[src/rtl/onehot_stim_feeder.sv]
// Serialises a captured parallel pattern MSB-first onto w, holding each bit
// for TICK_DIV clocks. One-hot IDLE/SHIFT/DONE control with a one-cycle done pulse.
module onehot_stim_feeder #(
  parameter int WIDTH    = 8,
  parameter int TICK_DIV = 1
) (
  input  logic             clock,
  input  logic             reset,
  input  logic             start,
  input  logic [WIDTH-1:0] pattern,
  input  logic             hold,
  output logic             w,
  output logic             w_valid,
  output logic             busy,
  output logic             done,
  output logic [2:0]       o_dbg_state
);

  localparam int DIV_W = (TICK_DIV > 1) ? $clog2(TICK_DIV) : 1;
  localparam int BIT_W = $clog2(WIDTH);
  localparam logic [DIV_W-1:0] DIV_LAST = DIV_W'(TICK_DIV - 1);
  localparam logic [BIT_W-1:0] BIT_LAST = BIT_W'(WIDTH - 1);

  typedef enum logic [2:0] {
    S_IDLE  = 3'b001,
    S_SHIFT = 3'b010,
    S_DONE  = 3'b100
  } state_t;

  state_t           r_state;
  state_t           w_state_nxt;
  logic [WIDTH-1:0] r_shreg;
  logic [BIT_W-1:0] r_bitcnt;
  logic [DIV_W-1:0] r_divcnt;

  logic w_div_last;
  logic w_bit_last;
  logic w_advance;

  assign w_div_last = (r_divcnt == DIV_LAST);
  assign w_bit_last = (r_bitcnt == BIT_LAST);
  // A shift-state cycle only counts toward the bit period when not paused.
  assign w_advance  = (r_state == S_SHIFT) && !hold;

  always_comb begin
    w_state_nxt = r_state;
    unique case (r_state)
      S_IDLE:  if (start) w_state_nxt = S_SHIFT;
      S_SHIFT: if (w_advance && w_div_last && w_bit_last) w_state_nxt = S_DONE;
      S_DONE:  w_state_nxt = S_IDLE;
      default: w_state_nxt = S_IDLE;
    endcase
  end

  always_ff @(posedge clock) begin
    if (reset) begin
      r_state  <= S_IDLE;
      r_shreg  <= '0;
      r_bitcnt <= '0;
      r_divcnt <= '0;
    end else begin
      r_state <= w_state_nxt;
      if ((r_state == S_IDLE) && start) begin
        r_shreg  <= pattern;
        r_bitcnt <= '0;
        r_divcnt <= '0;
      end else if (w_advance) begin
        if (w_div_last) begin
          r_divcnt <= '0;
          r_shreg  <= {r_shreg[WIDTH-2:0], 1'b0};
          // Bit counter returns to zero after the last bit instead of wrapping.
          r_bitcnt <= w_bit_last ? '0 : r_bitcnt + BIT_W'(1);
        end else begin
          r_divcnt <= r_divcnt + DIV_W'(1);
        end
      end
    end
  end

  assign w           = (r_state == S_SHIFT) ? r_shreg[WIDTH-1] : 1'b0;
  assign w_valid     = w_advance;
  assign busy        = (r_state == S_SHIFT) || (r_state == S_DONE);
  assign done        = (r_state == S_DONE);
  assign o_dbg_state = r_state;

endmodule

[config.mk]
export PLATFORM = sky130hd
export DESIGN_NAME = onehot_stim_feeder
export DESIGN_NICKNAME = d
export VERILOG_FILES = /design/src/rtl/onehot_stim_feeder.sv
export SDC_FILE = /design/constraint.sdc
export NUM_CORES = 1
export LEC_CHECK = 0
export ABC_AREA = 0
export ABC_CLOCK_PERIOD_IN_PS = 1800
export BUFFER_PORTS_ARGS = -buffer_cell sky130_fd_sc_hd__buf_2
export CAP_MARGIN = 10
export CORE_MARGIN = 8
export CORE_UTILIZATION = 32
export DETAILED_ROUTE_END_ITERATION = 16
export GPL_TIMING_DRIVEN = 0
export PLACE_DENSITY = 0.61
export REMOVE_ABC_BUFFERS = 1
export SKIP_CTS_REPAIR_TIMING = 1
export SYNTH_ARGS = -nofsm -noshare
export SYNTH_HDL_FRONTEND = slang
export SYNTH_SLANG_ARGS = --single-unit
[constraint.sdc]
create_clock -name clock -period 1.8 [get_ports clock]
set_input_delay 0.27 -clock clock [delete_from_list [all_inputs] [get_ports clock]]
set_output_delay 0.27 -clock clock [all_outputs]
set_load 0.005 [all_outputs]
==> impl_metrics.yaml <==
synth:
  synth_ff_type: "dfxtp_1"
  async_reset_ff_share_pct: 0
  synth-edff-count: 0
  synthTopCellsByCount: "dfxtp_1, nand2_1, a21oi_1, nand3_1, nor3_1"
  yosysWarnings: 0
  yosys.area.top_type_share_pct: 45.5
  ys_types: 26
  avgSynthCellArea_um2: 9.05
  syn_inst: 68
  ys_seq_area_share_pct: 45.5
  synth_most_common_cell: "dfxtp_1"
  synth_area_leaders: "dfxtp_1, nand2_1, a21oi_1"
  ys_ff_latch: 14
  synth_top_cell_by_area: "dfxtp_1"
  synthesis.area_um2: 616
finish:
  fillers: 216
  area_growth_pct: 33.3
  num_antenna_cells: 0
  finalInstanceArea_um2: 821
  nets: 107
  drive_gt1_share_pct: 38.0
setup_path:
  cp.required_ps: 1530
  endpoint_kind: "output port"
  worstPathMaxFanout: 10
  startpoint_type: "register"
  cp.arrival_ps: 1460
  critical_path_class: "register to output port"
clocking:
  clk-insertion-delay-late_ps: 280
  clk_pin_slew_ps: 90
  cts.htree.levels: 1
  clock_path_buffers: 2
  cts_buffers: 3
  clock_sinks: 14
  cts_tree: "done"
  root_buffer: "clkbuf_4"
pwr:
  pwr_density_cell_mw_per_mm2: 789
  p_leak_uw: 0.000336
  ir_worst_vdd_mv: 0.491
placed_design:
  post-dp-hpwl_um: 1090
  routabilityCongestion: 0.687
  placed_cell_area_um2: 738
  port_buffers: 18
die:
  die_y_um: 59.9
  start_util_pct: 32.7
  rows: 16
  core_mm2: 0.00188
  die_area_mm2: 0.00358
  die_w_um: 59.9
  ios: 19
global_routing:
  grt_max_degree: 15
  grt_pass1_wl_um: 2460
  grt.overflow.total: 0
  grtUsageTotal_pct: 8.82
  antenna_found_initial: 0
  grt_pass1_vias: 558
routing:
  wl_um: 1570
  avgRoutedWirePerCell_um: 13.2
  vias: 606
  drc: 0
  drtPass1Iterations: 4
  antenna_left: 0
  drt_iter0_markers: 15
  viasPerCell: 5.09
timing:
  rsz0062_at_grt: "false"
  setup_viol: 0
  period_needed_ps: 1730
  fin_setup_tns_ps: 0
  maxSlewViolCount: 0
  hold_viol: 0
  slew_headroom_pct: 65.1
  fin_skew_ps: 1.14
  max_freq_mhz: 577
  tightest_slew_ps: 515
  fin_crit_sh_pct: 96.2
outcome:
  status: "complete, no violations"
worst_hold_path:
  hold_class: "input port to register"
job:
  cap_violations: 0
[worst max-delay path: stages (launching register included)]
cell and delay (ps):
dfxtp_2 390, or4b_4 540, inv_6 120, buf_2 120
[worst paths after layout]
kind | startpoint | slack, ps | end | cells past startpoint
setup / recovery | o_dbg_state[1]$_SDFFE_PP0P_ | 70 | w_valid | 3
hold / removal | hold | 170 | o_dbg_state[2]$_SDFFE_PP0P_ | 2
setup reg to reg | o_dbg_state[1]$_SDFFE_PP0P_ | 130 | r_bitcnt[0]$_SDFFE_PP0P_ | 4
hold reg to reg | r_shreg[1]$_SDFFE_PP0P_ | 470 | r_shreg[1]$_SDFFE_PP0P_ | 2
[layout make-up]
type	count	area, um^2	share of cell area (%)
flip-flops and latches	14	284	34.6
well taps	27	33.8	4.12
clock buffers	4	36.3	4.42
inverters	2	12.5	1.52
repair buffers	24	135	16.5
multi-input cells	48	319	38.9
[stage by stage]
step,power (uW),setup slack [ps],std cells,util (%),hold WS [ps]
floorplan,386,154,64,-,339
global placement,416,-291,109,38.5,451
detailed placement,423,165,110,39.2,459
CTS,652,-149,114,41.2,179
global route,683,6.65,119,43.6,165
finish,647,68.0,119,43.6,174
[power breakdown]
part           total (uW)  leakage, uW  switching (uW)  internal [uW]
sequential            342     0.000115            13.0            329
clock                 227    0.0000210             104            123
combinational        78.1     0.000200            40.4           37.6
total                 647     0.000336             158            489
[cell usage in the layout, fill, tap and decap left out, drive strengths merged, types with 3 or more instances in the layout]
master,count
a21oi,5
a22oi,3
buf,24
clkbuf,4
dfxtp,14
nand2,7
nand3,5
nor2,3
nor3,5
[kinds of logic after synthesis]
| kind of cell | share of synthesized area, % |
|---|---|
| fa+ha+maj | 4.06 |
| simple gates | 25.8 |
| flops | 45.5 |
| mux | 1.63 |
| xor+xnor | 1.42 |
| buf+inv | 3.66 |
| compound gates | 17.9 |
[state kept, by name, indices dropped and copies added (netlist names)]
name,flops
o_dbg_state,3
r_shreg,8
r_bitcnt,3
[per-layer routing]
metal,GRT usage (%),wire length (um),up-vias
met5,0,0,-
met4,1.02,0,0
met3,4.95,143,0
met2,14.0,728,20
met1,10.3,700,284
li1,-,-,302
Note: power is estimated with default switching activity, not from simulation.
